<file path="src/rtl/hilo_mdu_pkg.sv">
// hilo_mdu_pkg: shared definitions for the HI/LO multiply/divide unit.
//   mdu_op_e    - operation codes presented by EX on the op field
//   mdu_state_e - MDU sequencer states
//   HI_LO_WD    - width of the combined HI/LO write bus
//   is_mul/is_div/is_signed_op - op-class decode helpers
package hilo_mdu_pkg;

    typedef enum logic [2:0] {
        MDU_OP_NOP   = 3'd0,
        MDU_OP_MULT  = 3'd1,
        MDU_OP_MULTU = 3'd2,
        MDU_OP_DIV   = 3'd3,
        MDU_OP_DIVU  = 3'd4,
        MDU_OP_MTHI  = 3'd5,
        MDU_OP_MTLO  = 3'd6
    } mdu_op_e;

    typedef enum logic [1:0] {
        ST_IDLE = 2'd0,
        ST_BUSY = 2'd1,
        ST_DONE = 2'd2
    } mdu_state_e;

    localparam int unsigned HI_LO_WD = 64;

    function automatic logic is_mul(input logic [2:0] op);
        return (op == MDU_OP_MULT) || (op == MDU_OP_MULTU);
    endfunction

    function automatic logic is_div(input logic [2:0] op);
        return (op == MDU_OP_DIV) || (op == MDU_OP_DIVU);
    endfunction

    function automatic logic is_signed_op(input logic [2:0] op);
        return (op == MDU_OP_MULT) || (op == MDU_OP_DIV);
    endfunction

endpackage

</file>
<file path="src/rtl/hilo_mdu_if.sv">
// hilo_mdu_if: EX-stage <-> MDU bus.
//   master (EX side): drives flush, start, op, src_a, src_b;
//                     receives stallreq, busy, hi_we, lo_we, hi_o, lo_o.
//   slave  (MDU)    : the reverse.
interface hilo_mdu_if #(
    parameter int unsigned WIDTH = 32
) ();
    logic             flush;
    logic             start;
    logic [2:0]       op;
    logic [WIDTH-1:0] src_a;
    logic [WIDTH-1:0] src_b;
    logic             stallreq;
    logic             busy;
    logic             hi_we;
    logic             lo_we;
    logic [WIDTH-1:0] hi_o;
    logic [WIDTH-1:0] lo_o;

    modport master (
        output flush, start, op, src_a, src_b,
        input  stallreq, busy, hi_we, lo_we, hi_o, lo_o
    );

    modport slave (
        input  flush, start, op, src_a, src_b,
        output stallreq, busy, hi_we, lo_we, hi_o, lo_o
    );
endinterface

</file>
<file path="src/rtl/hilo_mdu_div_step.sv">
// mdu_div_step: one combinational restoring-divide iteration on magnitudes.
//   i_rem/i_quo : partial remainder and dividend/quotient shift register
//   i_div       : divisor magnitude
//   o_rem/o_quo : values after shifting in one dividend bit and trial subtract
module mdu_div_step #(
    parameter int unsigned WIDTH = 32
) (
    input  logic [WIDTH-1:0] i_rem,
    input  logic [WIDTH-1:0] i_quo,
    input  logic [WIDTH-1:0] i_div,
    output logic [WIDTH-1:0] o_rem,
    output logic [WIDTH-1:0] o_quo
);
    logic [WIDTH:0]   w_shift;
    logic [WIDTH-1:0] w_diff;
    logic             w_ge;

    assign w_shift = {i_rem, i_quo[WIDTH-1]};
    assign w_ge    = (w_shift >= {1'b0, i_div});
    // When the subtract succeeds the true difference is below the divisor,
    // so it always fits in WIDTH bits.
    assign w_diff  = w_shift[WIDTH-1:0] - i_div;
    assign o_rem   = w_ge ? w_diff : w_shift[WIDTH-1:0];
    assign o_quo   = {i_quo[WIDTH-2:0], w_ge};
endmodule

</file>
<file path="src/rtl/hilo_mdu.sv">
// hilo_mdu: multi-cycle multiply/divide unit, writer side of HI/LO.
//   clk, resetn : clock, synchronous active-low reset
//   bus (slave) : flush/start/op/src_a/src_b in; stallreq/busy,
//                 hi_we/lo_we strobes and hi_o/lo_o write data out
// MULT/MULTU/DIV/DIVU iterate WIDTH radix-2 steps (BUSY) then emit one
// write pulse (DONE); MTHI/MTLO go straight to DONE.
// Optional: define MDU_FAST_MULT_EN for a single-cycle MULT/MULTU path.
module hilo_mdu
    import hilo_mdu_pkg::*;
#(
    parameter int unsigned WIDTH = 32,
    parameter int unsigned CNT_W = 6
) (
    input logic         clk,
    input logic         resetn,
    hilo_mdu_if.slave   bus
);
    mdu_state_e         r_state;
    logic [CNT_W-1:0]   r_cnt;
    logic               r_is_div;
    logic               r_neg_q;
    logic               r_neg_r;
    logic               r_divz;
    logic [WIDTH-1:0]   r_opnd;
    logic [2*WIDTH-1:0] r_acc;
    logic [WIDTH-1:0]   r_hi;
    logic [WIDTH-1:0]   r_lo;
    logic               r_hi_we;
    logic               r_lo_we;

    // Operand decode in the start cycle
    logic             w_sa, w_sb, w_neg_in, w_op_div, w_iter_op;
    logic [WIDTH-1:0] w_mag_a, w_mag_b;

    assign w_sa     = is_signed_op(bus.op) & bus.src_a[WIDTH-1];
    assign w_sb     = is_signed_op(bus.op) & bus.src_b[WIDTH-1];
    assign w_neg_in = w_sa ^ w_sb;
    assign w_mag_a  = w_sa ? -bus.src_a : bus.src_a;
    assign w_mag_b  = w_sb ? -bus.src_b : bus.src_b;
    assign w_op_div = is_div(bus.op);
`ifdef MDU_FAST_MULT_EN
    assign w_iter_op = w_op_div;

    logic [2*WIDTH-1:0] w_fast_mag, w_fast_prod;
    assign w_fast_mag  = {{WIDTH{1'b0}}, w_mag_a} * {{WIDTH{1'b0}}, w_mag_b};
    assign w_fast_prod = w_neg_in ? -w_fast_mag : w_fast_mag;
`else
    assign w_iter_op = w_op_div | is_mul(bus.op);
`endif

    // Multiply step: acc = {partial product, remaining multiplier bits}
    logic [WIDTH:0]     w_sum;
    logic [2*WIDTH-1:0] w_mul_next;

    assign w_sum      = {1'b0, r_acc[2*WIDTH-1:WIDTH]}
                      + (r_acc[0] ? {1'b0, r_opnd} : '0);
    assign w_mul_next = {w_sum, r_acc[WIDTH-1:1]};

    // Divide step: acc = {remainder, dividend/quotient}
    logic [WIDTH-1:0] w_div_rem, w_div_quo;

    mdu_div_step #(.WIDTH(WIDTH)) u_div_step (
        .i_rem (r_acc[2*WIDTH-1:WIDTH]),
        .i_quo (r_acc[WIDTH-1:0]),
        .i_div (r_opnd),
        .o_rem (w_div_rem),
        .o_quo (w_div_quo)
    );

    logic [2*WIDTH-1:0] w_acc_next;
    assign w_acc_next = r_is_div ? {w_div_rem, w_div_quo} : w_mul_next;

    // Sign fix-up is computed on the final step so that DONE only has to
    // present registered data.
    logic [2*WIDTH-1:0] w_prod_fix;
    logic [WIDTH-1:0]   w_quo_fix, w_rem_fix, w_res_hi, w_res_lo;

    assign w_prod_fix = r_neg_q ? -w_acc_next : w_acc_next;
    assign w_quo_fix  = r_divz  ? '1
                      : (r_neg_q ? -w_acc_next[WIDTH-1:0] : w_acc_next[WIDTH-1:0]);
    assign w_rem_fix  = r_neg_r ? -w_acc_next[2*WIDTH-1:WIDTH]
                                : w_acc_next[2*WIDTH-1:WIDTH];
    assign w_res_hi   = r_is_div ? w_rem_fix : w_prod_fix[2*WIDTH-1:WIDTH];
    assign w_res_lo   = r_is_div ? w_quo_fix : w_prod_fix[WIDTH-1:0];

    always_ff @(posedge clk) begin
        if (!resetn) begin
            r_state  <= ST_IDLE;
            r_cnt    <= '0;
            r_is_div <= 1'b0;
            r_neg_q  <= 1'b0;
            r_neg_r  <= 1'b0;
            r_divz   <= 1'b0;
            r_opnd   <= '0;
            r_acc    <= '0;
            r_hi     <= '0;
            r_lo     <= '0;
            r_hi_we  <= 1'b0;
            r_lo_we  <= 1'b0;
        end else if (bus.flush) begin
            r_state <= ST_IDLE;
            r_cnt   <= '0;
            r_hi    <= '0;
            r_lo    <= '0;
            r_hi_we <= 1'b0;
            r_lo_we <= 1'b0;
        end else begin
            case (r_state)
                ST_IDLE: begin
                    if (bus.start) begin
                        if (w_iter_op) begin
                            r_is_div <= w_op_div;
                            r_neg_q  <= w_neg_in;
                            r_neg_r  <= w_sa;
                            r_divz   <= w_op_div & (bus.src_b == '0);
                            r_opnd   <= w_op_div ? w_mag_b : w_mag_a;
                            r_acc    <= {{WIDTH{1'b0}}, (w_op_div ? w_mag_a : w_mag_b)};
                            r_cnt    <= '0;
                            r_state  <= ST_BUSY;
                        end
`ifdef MDU_FAST_MULT_EN
                        else if (is_mul(bus.op)) begin
                            r_hi    <= w_fast_prod[2*WIDTH-1:WIDTH];
                            r_lo    <= w_fast_prod[WIDTH-1:0];
                            r_hi_we <= 1'b1;
                            r_lo_we <= 1'b1;
                            r_state <= ST_DONE;
                        end
`endif
                        else if (bus.op == MDU_OP_MTHI) begin
                            r_hi    <= bus.src_a;
                            r_lo    <= '0;
                            r_hi_we <= 1'b1;
                            r_state <= ST_DONE;
                        end else if (bus.op == MDU_OP_MTLO) begin
                            r_hi    <= '0;
                            r_lo    <= bus.src_a;
                            r_lo_we <= 1'b1;
                            r_state <= ST_DONE;
                        end
                    end
                end
                ST_BUSY: begin
                    r_acc <= w_acc_next;
                    r_cnt <= r_cnt + 1'b1;
                    if (r_cnt == CNT_W'(WIDTH - 1)) begin
                        r_hi    <= w_res_hi;
                        r_lo    <= w_res_lo;
                        r_hi_we <= 1'b1;
                        r_lo_we <= 1'b1;
                        r_cnt   <= '0;
                        r_state <= ST_DONE;
                    end
                end
                ST_DONE: begin
                    r_hi    <= '0;
                    r_lo    <= '0;
                    r_hi_we <= 1'b0;
                    r_lo_we <= 1'b0;
                    r_state <= ST_IDLE;
                end
                default: r_state <= ST_IDLE;
            endcase
        end
    end

    // Strobes are suppressed by a same-cycle flush or reset.
    assign bus.hi_we    = r_hi_we & ~bus.flush & resetn;
    assign bus.lo_we    = r_lo_we & ~bus.flush & resetn;
    assign bus.hi_o     = r_hi;
    assign bus.lo_o     = r_lo;
    assign bus.busy     = (r_state == ST_BUSY);
    assign bus.stallreq = (r_state == ST_BUSY)
                        | ((r_state == ST_IDLE) & bus.start & ~bus.flush
                           & (is_mul(bus.op) | w_op_div));
endmodule
</file>
<file path="src/flat_wrapper.sv">
// flat-port wrapper written by rule: the top's interface ports become plain ports
module hilo_mdu_flat import hilo_mdu_pkg::*;
#(
    parameter int unsigned WIDTH = 32,
    parameter int unsigned CNT_W = 6
)
  (clk, resetn, bus_flush, bus_start, bus_op, bus_src_a, bus_src_b, bus_stallreq, bus_busy, bus_hi_we, bus_lo_we, bus_hi_o, bus_lo_o);
  hilo_mdu_if #(.WIDTH(WIDTH)) bus_i ();
  input logic clk;
  input logic resetn;
  input wire logic [$bits(bus_i.flush)-1:0] bus_flush;
  input wire logic [$bits(bus_i.start)-1:0] bus_start;
  input wire logic [$bits(bus_i.op)-1:0] bus_op;
  input wire logic [$bits(bus_i.src_a)-1:0] bus_src_a;
  input wire logic [$bits(bus_i.src_b)-1:0] bus_src_b;
  output wire logic [$bits(bus_i.stallreq)-1:0] bus_stallreq;
  output wire logic [$bits(bus_i.busy)-1:0] bus_busy;
  output wire logic [$bits(bus_i.hi_we)-1:0] bus_hi_we;
  output wire logic [$bits(bus_i.lo_we)-1:0] bus_lo_we;
  output wire logic [$bits(bus_i.hi_o)-1:0] bus_hi_o;
  output wire logic [$bits(bus_i.lo_o)-1:0] bus_lo_o;
  assign bus_i.flush = bus_flush;
  assign bus_i.start = bus_start;
  assign bus_i.op = bus_op;
  assign bus_i.src_a = bus_src_a;
  assign bus_i.src_b = bus_src_b;
  assign bus_stallreq = bus_i.stallreq;
  assign bus_busy = bus_i.busy;
  assign bus_hi_we = bus_i.hi_we;
  assign bus_lo_we = bus_i.lo_we;
  assign bus_hi_o = bus_i.hi_o;
  assign bus_lo_o = bus_i.lo_o;
  hilo_mdu #(.WIDTH(WIDTH), .CNT_W(CNT_W)) u_core (.clk(clk), .resetn(resetn), .bus(bus_i));
endmodule
</file>
<file path="config.mk">
export PLATFORM = sky130hd
export DESIGN_NAME = hilo_mdu_flat
export DESIGN_NICKNAME = d
export VERILOG_FILES = /design/src/rtl/hilo_mdu_pkg.sv /design/src/rtl/hilo_mdu_if.sv /design/src/rtl/hilo_mdu_div_step.sv /design/src/rtl/hilo_mdu.sv /design/src/flat_wrapper.sv
export SDC_FILE = /design/constraint.sdc
export NUM_CORES = 1
export LEC_CHECK = 0
export BUFFER_PORTS_ARGS = -buffer_cell sky130_fd_sc_hd__buf_4
export CORE_MARGIN = 1.5
export CORE_UTILIZATION = 30
export DETAILED_ROUTE_END_ITERATION = 16
export RECOVER_POWER = 50
export SYNTH_ARGS = -nofsm -noshare
export SYNTH_HDL_FRONTEND = slang
export SYNTH_HIERARCHICAL = 1
export SYNTH_SLANG_ARGS = --single-unit
</file>
<file path="constraint.sdc">
create_clock -name clk -period 15.2 [get_ports clk]
set_input_delay 1.52 -clock clk [delete_from_list [all_inputs] [get_ports clk]]
set_output_delay 1.52 -clock clk [all_outputs]
set_load 0.05 [all_outputs]
</file>
# After elaboration in Yosys (flattened, before gate mapping)
# Index checks and enable logic that the tools add are counted.
[totals]
reg_bits = 174
latchBits = 0
ram_bits = 0
mem_bits_ro = 0
in_bits = 71
out_inout_bits = 68
wordCells = 117
n_memories = 0
[op_classes]
n_addsub = 8
mul = 0
n_div = 0
magnitude_cmp = 1
n_eq_ne = 18
shift = 0
n_mux = 48
bitwise_logic = 15
reduce_logical = 15
[ops]
columns = ["operator", "n"]
rows = [
  ["32-bit two-way mux", 21],
  ["64-bit two-way mux", 4],
  ["32-bit case mux with 3 select lines", 2],
  ["32-bit negator", 4],
  ["64-bit case mux with 2 select lines", 1],
  ["64-bit negator", 1],
  ["32-bit by 33-bit adder with 33-bit output", 1],
  ["33-bit by 32-bit greater-or-equal comparator with 1-bit output", 1],
  ["32-bit zero test", 1],
  ["32-bit subtractor", 1],
  ["6-bit two-way mux", 3],
  ["6-bit case mux with 2 select lines", 1],
  ["1-bit AND", 10],
  ["2-bit two-way mux", 5],
  ["5-bit AND reduction", 2],
  ["3-bit == test (second input constant)", 3],
  ["1-bit two-way mux", 8],
  ["2-bit by 1-bit inequality test with 1-bit output (second input constant)", 4],
  ["4-bit AND reduction", 2],
  ["6-bit by 1-bit adder with 6-bit output (second input constant)", 1],
  ["3-bit by 2-bit == test with 1-bit output (second input constant)", 2],
  ["6-bit by 5-bit == test with 1-bit output (second input constant)", 1],
  ["2-bit inequality test (second input constant)", 3],
  ["1-bit case mux with 3 select lines", 2],
  ["other kinds (16)", 21],
]

# Logic depth before layout (Yosys ltp)
# Gate-level depths: netlist (run 1).
[logic_depth]
word_depth = 9
mapped_depth = 27

# Modules after synthesis
# The synthesis (run 1) kept the hierarchy.
[by_module_without_submodules]
columns = ["module", "n_inst", "cells_each", "area_per_inst_um2"]
rows = [
  ["hilo_mdu", 1, 1968, 14097.3],
  ["mdu_div_step", 1, 355, 2571.2],
]

# Least setup slack after synthesis (run 1)
# No wires, ideal clock.
[synth_path]
path_kind = "reg-to-reg"
start = "register u_core.r_opnd[7]"
end = "register u_core.r_lo[28], in the netlist u_core/bus.lo_o[28]"
setup_time_ns = 0.132
t_arrival_ns = 4.929
required_ns = 15.068
path_slack_ns = 10.139
stages_incl_launch_ff = 27
n_path_buf = 3
path_cell_list = "dfxtp_1 inv_1 ha_1 a21oi_2 a211oi_1 or3_4 nor4b_4 o21ai_2 a31oi_4 o21a_4 inv_2 buf_6 buf_12 buf_4 mux2i_1 ha_1 o211ai_1 or4_4 or3_4 nor4_1 nand2_1 o21a_1 xor2_1 o21ai_0 a21oi_1 a21oi_1 a21oi_1"
[synth_between]
elab_chain_len = 8
[synth_lines]
columns = ["item", "line", "source"]
rows = [
  ["start, declared", "hilo_mdu.sv:24", "logic [WIDTH-1:0] r_opnd;"],
  ["start signal, assigned", "hilo_mdu.sv:116", "r_opnd <= w_op_div ? w_mag_b : w_mag_a;"],
  ["33-bit by 32-bit greater-or-equal comparator with 1-bit output (*)", "hilo_mdu_div_step.sv:19", "assign w_ge = (w_shift >= {1'b0, i_div});"],
  ["named net u_core.u_div_step.w_ge", "hilo_mdu_div_step.sv:16", "logic w_ge;"],
  ["64-bit two-way mux (*)", "hilo_mdu.sv:71", "assign w_acc_next = r_is_div ? {w_div_rem, w_div_quo} : w_mul_next;"],
  ["32-bit negator", "hilo_mdu.sv:80", ": (r_neg_q ? -w_acc_next[WIDTH-1:0] : w_acc_next[WIDTH-1:0]);"],
  ["32-bit two-way mux", "hilo_mdu.sv:80", ""],
  ["32-bit two-way mux", "hilo_mdu.sv:79", "assign w_quo_fix = r_divz ? '1"],
  ["32-bit two-way mux (*)", "hilo_mdu.sv:84", "assign w_res_lo = r_is_div ? w_quo_fix : w_prod_fix[WIDTH-1:0];"],
  ["32-bit two-way mux (*)", "hilo_mdu.sv:146", "if (r_cnt == CNT_W'(WIDTH - 1)) begin"],
  ["32-bit case mux with 3 select lines (*)", "hilo_mdu.sv:108", "case (r_state)"],
  ["end signal, assigned", "hilo_mdu.sv:137", "r_lo <= bus.src_a;"],
  ["end signal, assigned", "hilo_mdu.sv:148", "r_lo <= w_res_lo;"],
  ["end, declared", "hilo_mdu.sv:27", "logic [WIDTH-1:0] r_lo;"],
]
# Mark *: on every way through the listed nets, which the timed path passes. The rest lies on a longest branch. The select of a mux whose other input is x is not followed.
# A chain may end at the register's enable or synchronous reset.

# Final worst setup path (run 1)
[layout_path]
start = "register u_core.r_state[1]"
end = "register u_core.r_acc[44]"
[layout_between]
elab_chain_len = 3
[layout_lines]
columns = ["item", "line", "source"]
rows = [
  ["start, declared", "hilo_mdu.sv:18", "mdu_state_e r_state;"],
  ["start signal, assigned", "hilo_mdu.sv:88", "r_state <= ST_IDLE;"],
  ["start signal, assigned", "hilo_mdu.sv:101", "r_state <= ST_IDLE;"],
  ["start signal, assigned", "hilo_mdu.sv:119", "r_state <= ST_BUSY;"],
  ["2-bit zero test or 2-bit by 1-bit == test with 1-bit output (tied branches)", "hilo_mdu.sv:108", ""],
  ["2-bit by 1-bit inequality test with 1-bit output (no line) (tied with other cells)", "n/a", ""],
  ["4-bit AND reduction (no line)", "n/a", ""],
  ["end signal, assigned", "hilo_mdu.sv:117", "r_acc <= {{WIDTH{1'b0}}, (w_op_div ? w_mag_a : w_mag_b)};"],
  ["end signal, assigned", "hilo_mdu.sv:144", "r_acc <= w_acc_next;"],
  ["end, declared", "hilo_mdu.sv:25", "logic [2*WIDTH-1:0] r_acc;"],
]
# Parallel ways exist; a longest one is shown, timed or not.

==> run summary, run 1 <==
Status: complete, but fails checks
Failing checks: max-capacitance violations, max-slew violations
Non-Filler Cell Area, Final: 18,300 µm²
Critical Path Fanout Max: 67
CTS Buf Count: 17
Required time worst endpoint: 15,560 ps
Global placer's final weighted congestion: 0.980
Final Core Density: 0.332
Dpl ws: 9250 ps
Final Critical Period: 8380 ps
Final Max Tran Viols: 269
DR vias: 17,900
CP arrival: 8750 ps
H-tree lvl count: 4
Seq cells post-synth: 174
Fin cells: 3,073
Mapped Cells: 2,323
GRT Total Usage: 0.240
Fmax: 119 MHz
Total global routing overflow: 0
Post-CTS Setup Bufs: 0
IO Port Bufs: 138
Die width: 239 µm
RSZ-0062 raised after global routing: false
Largest net degree at the start of global routing: 78
DP Wirelength: 54,300 µm
Hold Path Class: flop to flop
Drt wl/cell: 22.9 µm
Skew-Pair Late Insertion Delay: 460 ps
Synth warn: 6
Post-CTS Resized: 0
Routed WL: 70,400 µm
Total power: 1.50 mW
Post-synth EDFFs: 0
Hold Slack: 470 ps
Layout Nets: 2,458
Final period utilization: 0.552
Async SR Flop Fraction: 0
First-pass GRT wire length: 103,000 µm
Setup ws final: 6820 ps
Post-synthesis sequential area ratio: 0.209
DR vias/cell: 5.83
Final Hold Vio Count: 0
CTS clk-pin slew, worst paths: 70 ps
Dominant synthesized flop cell: dfxtp_1
Worst Clk Skew: 16.1 ps
Layout cell share with drive strength beyond 1: 0.0994
Syn avg cell area: 7.18 µm²
Area Growth Syn to Fin: 9.52%
Cell count after placement: 3,041
Hold buffer count at CTS: 0
Vias in the first global route: 16,500
TNS Setup: 0 ps
CTS sink cnt: 174
DR DRC count: 0
Initial antenna violation count: 1
# setup viols final: 0
Row cnt: 86
Antenna-violating nets left: 0
CTS root buf: clkbuf_16
Worst Max-Slew Pin Slew: 3110 ps
Synth cell types: 118
Initial DRC count: 1,895
Crit start category: flop
TritonCTS clock tree: built
Die H: 239 µm
Critical path class: flop to flop
Critical path endpoint category: flop
# IOs: 139
Clock buffer depth: 2
Max cap viols: 6
Rel. slew slack: -1.08
Drt first pass iters: 6
Placed Area: 18,000 µm²
Mapped Area: 16,700 µm²
Syn_nets: 2,469
Core Area: 55,000 µm²
Initial core utilization: 0.303
Lkg Pwr: 6.80 nW
VDD IR-drop max: 0.0684 mV
DIE AREA: 57,000 µm²
Pwr/cell area: 82.0 nW/µm²
## area by class of cell
type,instances,area [µm²]
clock buffers,18,429
clock inverters,13,153
inverters,68,255
diodes,1,2.50
well taps,748,936
repair buffers,162,946
multi-input cells,1889,12000
flip-flops and latches,174,3490
fillers,5964,36700
## cells in the final DEF (no fill, tap or decap), types with 30 or more instances in the layout
cell type / n
clkbuf_1: 73
a31oi_1: 30
and2_1: 47
o211ai_1: 60
mux2i_1: 35
a221oi_1: 35
o21ai_0: 188
xnor2_1: 79
ha_1: 73
dfxtp_1: 173
xor2_1: 76
inv_1: 66
mux2_2: 33
nand2_1: 251
a21oi_1: 247
buf_4: 90
nand4_1: 30
nor3_1: 71
nand3_1: 51
nor2_1: 219
## cell families after synthesis
kind of cell	Yosys count	synth area share
mux	77	0.0514
compound gates	754	0.287
simple gates	827	0.243
fa+ha+maj	75	0.0572
flops	174	0.209
buf+inv	260	0.0701
xor+xnor	156	0.0824
## critical path, stage by stage, from the launching register on
cell and delay, ps:
dfxtp_1 350, inv_1 80, ha_1 150, clkbuf_1 1400
clkinv_1 240, clkbuf_1 670, o21ai_0 1240, nand2b_1 1930
nor2_2 1750, a22oi_1 170, nor2_1 180
## Yosys cell counts, drive strengths merged, types with 35 or more instances
master	count	share of area
a21oi	255	0.078
a221oi	37	0.021
and2	53	0.020
buf	66	0.026
clkbuf	126	0.029
dfxtp	174	0.21
ha	73	0.055
inv	67	0.015
mux2	42	0.030
mux2i	35	0.021
nand2	252	0.057
nand3	52	0.016
nor2	225	0.051
nor3	72	0.022
o211ai	62	0.029
o21ai	200	0.060
xnor2	80	0.042
xor2	76	0.040
## layer usage
| layer | vias to the layer above | wire length (µm) | track usage |
|---|---|---|---|
| li1 | 8365 | - | - |
| met1 | 8649 | 29400 | 0.305 |
| met2 | 757 | 33100 | 0.398 |
| met3 | 140 | 4430 | 0.0353 |
| met4 | 0 | 3510 | 0.110 |
| met5 | - | 0 | 0 |
## flip-flops by register name, indices dropped and copies added (netlist names)
register         flops
u_core/bus.hi_o     32
u_core/bus.lo_o     32
u_core/r_acc        64
u_core/r_cnt         6
u_core/r_divz        1
u_core/r_hi_we       1
u_core/r_is_div      1
u_core/r_lo_we       1
u_core/r_neg_q       1
u_core/r_neg_r       1
u_core/r_opnd       32
u_core/r_state       2
## where the power goes
| group | internal, mW | switching (mW) |
|---|---|---|
| sequential | 0.474 | 0.0191 |
| combinational | 0.192 | 0.350 |
| clock | 0.245 | 0.216 |
## worst paths after layout
kind,start,to,slack [ps],depth (start not counted)
hold / removal,u_core/r_opnd[6],u_core/r_opnd[6],470,2
setup / recovery,u_core/r_state[1],u_core/r_acc[44],6820,10
setup reg to reg,u_core/r_state[1],u_core/r_acc[44],6820,10
hold reg to reg,u_core/r_opnd[6],u_core/r_opnd[6],470,2
(Power assumes the default switching activity.)
==> inputs of run 2 (changes only) <==
- clock period: 15.2 -> 6.75 ns (I/O delays scaled with it)
==> run summary, run 2 (synthesis results as in run 1) <==
Pwr/cell area: 185 nW/µm² (was 82.0 nW/µm²)
Critical path endpoint category: flop (unchanged)
Antenna Cells: 0 (was 1)
Final period utilization: 0.897 (was 0.552)
H-tree lvl count: 4 (unchanged)
WP buf/inv: 4 (unchanged)
Rel. slew slack: -1.58 (was -1.08)
Largest net degree at the start of global routing: 79 (was 78)
Required time worst endpoint: 6930 ps (was 15,560 ps)
Reg area: 3490 µm² (unchanged)
Lkg Pwr: 6.83 nW (was 6.80 nW)
Skew-Pair Late Insertion Delay: 460 ps (about the same)
Final Hold Vio Count: 0 (unchanged)
Post-CTS Resized: 0 (unchanged)
Global placer's final weighted congestion: 0.967 (was 0.980)
RSZ-0062 raised after global routing: false (unchanged)
DIE AREA: 57,000 µm² (unchanged)
Failing checks: max-capacitance violations, max-slew violations (unchanged)
Fillers: 5,994 (was 5,964)
Worst Clk Skew: 16.2 ps (was 16.1 ps)
CP Depth: 10 (unchanged)
GRT Total Usage: 0.243 (was 0.240)
Critical path class: flop to flop (unchanged)
Max stage delay on crit path: 2510 ps (was 1930 ps)
Post-CTS Setup Bufs: 0 (unchanged)
Multi-input logic area: 12,000 µm² (unchanged)
CP Capture Point: u_core/r_acc[62] (was u_core/r_acc[44])
Max cap viols: 5 (was 6)
CTS Buf Count: 17 (unchanged)
Vias in the first global route: 16,800 (was 16,500)
Die H: 239 µm (unchanged)
Hold buffer count at CTS: 0 (unchanged)
Reg2Reg Setup Slack: 700 ps (was 6820 ps)
Final Critical Period: 6050 ps (was 8380 ps)
First-pass GRT wire length: 105,000 µm (was 103,000 µm)
TNS Setup: 0 ps (unchanged)
TritonCTS clock tree: built (unchanged)
CP top delay family: buffers and inverters (was simple AND/OR/NAND/NOR gates)
Reg2Reg Capture Point: u_core/r_acc[62] (was u_core/r_acc[44])
Initial antenna violation count: 1 (unchanged)
Total global routing overflow: 0 (unchanged)
Worst path slowest cell: clkbuf_1 (was nand2b_1)
Register bank with the most flops: u_core/r_acc (unchanged)
Initial core utilization: 0.303 (unchanged)
CTS clk-pin slew, worst paths: 80 ps (was 70 ps)
DR vias/cell: 5.83 (about the same)
IO Port Bufs: 138 (unchanged)
Final Core Density: 0.333 (was 0.332)
DP Wirelength: 54,800 µm (was 54,300 µm)
DR vias: 18,000 (was 17,900)
CTS root buf: clkbuf_16 (unchanged)
DR DRC count: 0 (unchanged)
VDD IR-drop max: 0.190 mV (was 0.0684 mV)
# IOs: 139 (unchanged)
Drt wl/cell: 23.0 µm (was 22.9 µm)
Clock buffer depth: 2 (unchanged)
Crit path cell chain: inv_1 > ha_1 > clkinv_1 > buf_4 > o21ai_0 > nand2b_2 > clkbuf_1 > nor2_2 > a22oi_1 > nor2_1 (was inv_1 > ha_1 > clkbuf_1 > clkinv_1 > clkbuf_1 > o21ai_0 > nand2b_1 > nor2_2 > a22oi_1 > nor2_1)
Most frequent cells in the layout: nand2_1 (251), a21oi_1 (247), nor2_1 (220), o21ai_0 (188), dfxtp_1 (173) (was nand2_1 (251), a21oi_1 (247), nor2_1 (219), o21ai_0 (188), dfxtp_1 (173))
Hold Path Class: flop to flop (unchanged)
Core Area: 55,000 µm² (unchanged)
Final Max Tran Viols: 260 (was 269)
Crit path launch: u_core/r_state[1] (unchanged)
# setup viols final: 0 (unchanged)
Commonest non-fill, non-tap cell in the layout: nand2_1 (unchanged)
Crit start category: flop (unchanged)
CP arrival: 6230 ps (was 8750 ps)
CTS sink cnt: 174 (unchanged)
Layout Nets: 2,465 (was 2,458)
Reg2reg path depth: 10 (unchanged)
Die width: 239 µm (unchanged)
Status: complete, but fails checks (unchanged)
Number of flip-flops in the largest register: 64 (unchanged)
Drt first pass iters: 6 (unchanged)
Fmax: 165 MHz (was 119 MHz)
Routed WL: 70,800 µm (was 70,400 µm)
Row cnt: 86 (unchanged)
RR Startpoint: u_core/r_state[1] (unchanged)
Area Growth Syn to Fin: 9.94% (was 9.52%)
Initial DRC count: 1,640 (was 1,895)
Critical Path Fanout Max: 67 (unchanged)
Antenna-violating nets left: 0 (unchanged)
Layout cell share with drive strength beyond 1: 0.102 (was 0.0994)
Worst Max-Slew Pin Slew: 3880 ps (was 3110 ps)
## run 2: how the worst min path moves through the flow
stage | from | end | slack [ps] | cells after the start
floorplan | u_core/r_opnd[10] | u_core/r_opnd[10] | 440 | 2
global placement | u_core/r_opnd[11] | u_core/r_opnd[11] | 450 | 2
detailed placement | u_core/r_opnd[22] | u_core/r_opnd[22] | 450 | 2
CTS | u_core/r_opnd[22] | u_core/r_opnd[22] | 470 | 2
global route | u_core/bus.hi_o[20] | u_core/bus.hi_o[20] | 490 | 2
finish | u_core/r_cnt[1] | u_core/r_cnt[1] | 470 | 2
## run 2: power by group
group	switching, mW	leakage, nW	internal, mW
clock network	0.477	0.287	0.580
logic	0.786	5.13	0.436
registers	0.0439	1.41	1.07
total	1.31	6.83	2.08
## run 2: per-layer routing
layer,global-route usage,routed length (µm)
met1,0.307,29200
met2,0.398,33100
met3,0.0398,4840
met4,0.118,3660
met5,0,0
## run 2: cell type report
class                   instances  area share
inverters                      68      0.0139
repair buffers                169      0.0545
well taps                     748      0.0511
clock inverters                11     0.00717
multi-input cells            1889       0.657
clock buffers                  21      0.0257
flip-flops and latches        174       0.190
## run 2: worst reg2reg max path, delay by kind of cell (launching register included)
kind / cells / cell delay, ps
buffers and inverters: 4 / 2970
AND/OR/NAND/NOR: 3 / 1250
AO/OA/AOI/OAI: 2 / 950
flip-flops: 1 / 400
adder cells (fa/ha/maj): 1 / 210
## run 2: metrics by stage
step / setup WS (ps) / power (mW) / instances / cell area, µm² / hold WS [ps]
6_report: 696 / 3.39 / 3080 / 18300 / 467
5_1_grt: 325 / 3.53 / 3080 / 18300 / 492
3_5_place_dp: 925 / 2.34 / 3048 / 18000 / 455
2_1_floorplan: 1690 / 2.00 / 2323 / 16700 / 440
4_1_cts: 877 / 3.40 / 3080 / 18600 / 465
3_3_place_gp: 1120 / 2.34 / 3048 / 18000 / 453
==> inputs of run 3 (changes only) <==
- SYNTH_HIERARCHICAL: 1 -> default
==> run summary, run 3 <==
Hold Slack: 456 ps (was 467 ps)
Worst Max-Slew Pin Slew: 2970 ps (was 3880 ps)
Dominant synthesized flop cell: dfxtp_1 (unchanged)
Critical Path Fanout Max: 11 (was 67)
Synth warn: 0 (was 6)
Fin cells: 2,991 (was 3,080)
Global placer's final weighted congestion: 0.959 (was 0.967)
Syn_nets: 2,391 (was 2,469)
CP arrival: 6070 ps (was 6230 ps)
# IOs: 139 (unchanged)
Lkg Pwr: 6.66 nW (was 6.83 nW)
Reg2Reg Setup Slack: 1010 ps (was 700 ps)
Hold path depth: 2 (unchanged)
Die H: 233 µm (was 239 µm)
DR vias/cell: 5.96 (was 5.83)
Area Growth Syn to Fin: 11.8% (was 9.94%)
Reg2reg path depth: 21 (was 10)
TNS Setup: 0 ps (unchanged)
Dpl ws: 1160 ps (was 925 ps)
Setup ws final: 1010 ps (was 696 ps)
Status: complete, but fails checks (unchanged)
Mapped Cells: 2,245 (was 2,323)
Yosys top cell area share: 0.219 (was 0.209)
Total global routing overflow: 0 (unchanged)
Synth cell count leaders: a21oi_1 (249), nor2_1 (237), nand2_1 (218), o21ai_0 (206), dfxtp_1 (174) (was nand2_1 (252), a21oi_1 (249), nor2_1 (224), o21ai_0 (187), dfxtp_1 (174))
Drt wl/cell: 23.4 µm (was 23.0 µm)
Area contributors post-synth: dfxtp_1 (22%), a21oi_1 (7.9%), o21ai_0 (6.5%) (was dfxtp_1 (21%), a21oi_1 (7.5%), nand2_1 (5.7%))
Core Area: 52,400 µm² (was 55,000 µm²)
CTS root buf: clkbuf_16 (unchanged)
Layout Nets: 2,434 (was 2,465)
Row cnt: 84 (was 86)
DIE AREA: 54,300 µm² (was 57,000 µm²)
Total power: 3.25 mW (was 3.39 mW)
Layout cell share with drive strength beyond 1: 0.0900 (was 0.102)
Seq cells post-synth: 174 (unchanged)
Async SR Flop Fraction: 0 (unchanged)
H-tree lvl count: 4 (unchanged)
Post-CTS Setup Bufs: 0 (unchanged)
Final Hold Vio Count: 0 (unchanged)
Final Critical Period: 5740 ps (was 6050 ps)
Cell count after placement: 2,957 (was 3,048)
Worst Clk Skew: 14.0 ps (was 16.2 ps)
Placed Area: 17,400 µm² (was 18,000 µm²)
Hold buffer count at CTS: 0 (unchanged)
Critical path class: flop to flop (unchanged)
Failing checks: max-capacitance violations, max-slew violations (unchanged)
Post-synth EDFFs: 0 (unchanged)
VDD IR-drop max: 0.184 mV (was 0.190 mV)
Die width: 233 µm (was 239 µm)
First-pass GRT wire length: 104,000 µm (was 105,000 µm)
Vias in the first global route: 16,600 (was 16,800)
Fmax: 174 MHz (was 165 MHz)
TritonCTS clock tree: built (unchanged)
DP Wirelength: 53,800 µm (was 54,800 µm)
Non-Filler Cell Area, Final: 17,800 µm² (was 18,300 µm²)
Most common cell in the netlist: a21oi_1 (was nand2_1)
Initial antenna violation count: 1 (unchanged)
Skew-Pair Late Insertion Delay: 470 ps (was 460 ps)
Most frequent cells in the layout: a21oi_1 (249), nor2_1 (233), nand2_1 (217), o21ai_0 (207), dfxtp_1 (173) (was nand2_1 (251), a21oi_1 (247), nor2_1 (220), o21ai_0 (188), dfxtp_1 (173))
Post-CTS Resized: 0 (unchanged)
Pwr/cell area: 183 nW/µm² (was 185 nW/µm²)
Rel. slew slack: -0.981 (was -1.58)
# setup viols final: 0 (unchanged)
GRT Total Usage: 0.253 (was 0.243)
Final period utilization: 0.850 (was 0.897)
Required time worst endpoint: 7080 ps (was 6930 ps)
Critical path endpoint category: flop (unchanged)
Initial core utilization: 0.303 (about the same)
Syn avg cell area: 7.07 µm² (was 7.18 µm²)
CTS clk-pin slew, worst paths: 80 ps (about the same)
Number of flip-flops in the largest register: 64 (unchanged)
IO Port Bufs: 138 (unchanged)
Commonest non-fill, non-tap cell in the layout: a21oi_1 (was nand2_1)
RSZ-0062 raised after global routing: false (unchanged)
DR vias: 17,800 (was 18,000)
Cell taking the most area after synthesis: dfxtp_1 (unchanged)
Largest net degree at the start of global routing: 86 (was 79)
Drt first pass iters: 6 (unchanged)
Initial DRC count: 1,794 (was 1,640)
Routed WL: 70,100 µm (was 70,800 µm)
Mapped Area: 15,900 µm² (was 16,700 µm²)
Post-synthesis sequential area ratio: 0.219 (was 0.209)
Final Core Density: 0.338 (was 0.333)
Max cap viols: 4 (was 5)
DR DRC count: 0 (unchanged)
Synth cell types: 95 (was 118)
Register bank with the most flops: u_core.r_acc (was u_core/r_acc)
Crit start category: flop (unchanged)
CTS Buf Count: 17 (unchanged)
CTS sink cnt: 174 (unchanged)
Antenna-violating nets left: 0 (unchanged)
Hold Path Class: flop to flop (unchanged)
Clock buffer depth: 2 (unchanged)
Final Max Tran Viols: 170 (was 260)
==> run 3: cell types whose count changed in the layout (fill, tap and decap cells not counted), sizes merged, moves of 12 or more <==
cell	change
a22oi	+16
inv	+15
mux2	-25
and2	-29
o211ai	-16
a31oi	+14
nand2	-33
nor2	+12
==> run 3: layout make-up <==
class | count | area (µm²)
Antenna cell | 2 | 5.00
Clock buffer | 19 | 464
Clock inverter | 13 | 123
Fill cell | 5701 | 34700
Inverter | 78 | 293
Multi-Input combinational cell | 1841 | 11500
Sequential cell | 174 | 3490
Tap cell | 688 | 861
Timing Repair Buffer | 176 | 1050
==> run 3: report_power, final <==
| group | switching (mW) | internal (mW) |
|---|---|---|
| sequential | 0.0346 | 1.06 |
| clock | 0.508 | 0.519 |
| combinational | 0.785 | 0.344 |
| total | 1.33 | 1.92 |
==> run 3: final timing paths <==
path                                        start                  end
worst min register to register  u_core.r_opnd[14]    u_core.r_opnd[14]
worst min-delay path            u_core.r_opnd[14]    u_core.r_opnd[14]
worst max-delay path             u_core.r_opnd[4]  u_core.bus.hi_o[30]
worst max register to register   u_core.r_opnd[4]  u_core.bus.hi_o[30]
==> run 3: cells by family after synthesis <==
group | share of synthesized area
flops | 0.219
simple gates | 0.223
xor+xnor | 0.0833
buf+inv | 0.0601
fa+ha+maj | 0.0601
compound gates | 0.317
mux | 0.0367
==> run 3: critical path, stage by stage (launching register included) <==
cell and delay, ps:
dfxtp_1 330, inv_1 70, ha_1 340, a21o_1 210
a31oi_1 410, a211oi_2 210, o211a_1 260, buf_4 180
nor2_1 210, a21oi_1 150, inv_1 190, ha_1 190
inv_1 50, or3_1 420, or4_1 470, or2_2 400
o21a_1 260, nor4_2 530, nand2_1 130, o31ai_1 290
xor2_1 190, a31oi_1 100
==> run 3: metal layers <==
metal / share of wire / wire (µm) / GRT usage / up-vias
li1: - / - / - / 8283
met1: 0.41 / 28700 / 0.320 / 8570
met2: 0.46 / 32200 / 0.409 / 814
met3: 0.079 / 5530 / 0.0480 / 157
met4: 0.052 / 3650 / 0.126 / 0
met5: 0 / 0 / 0 / -
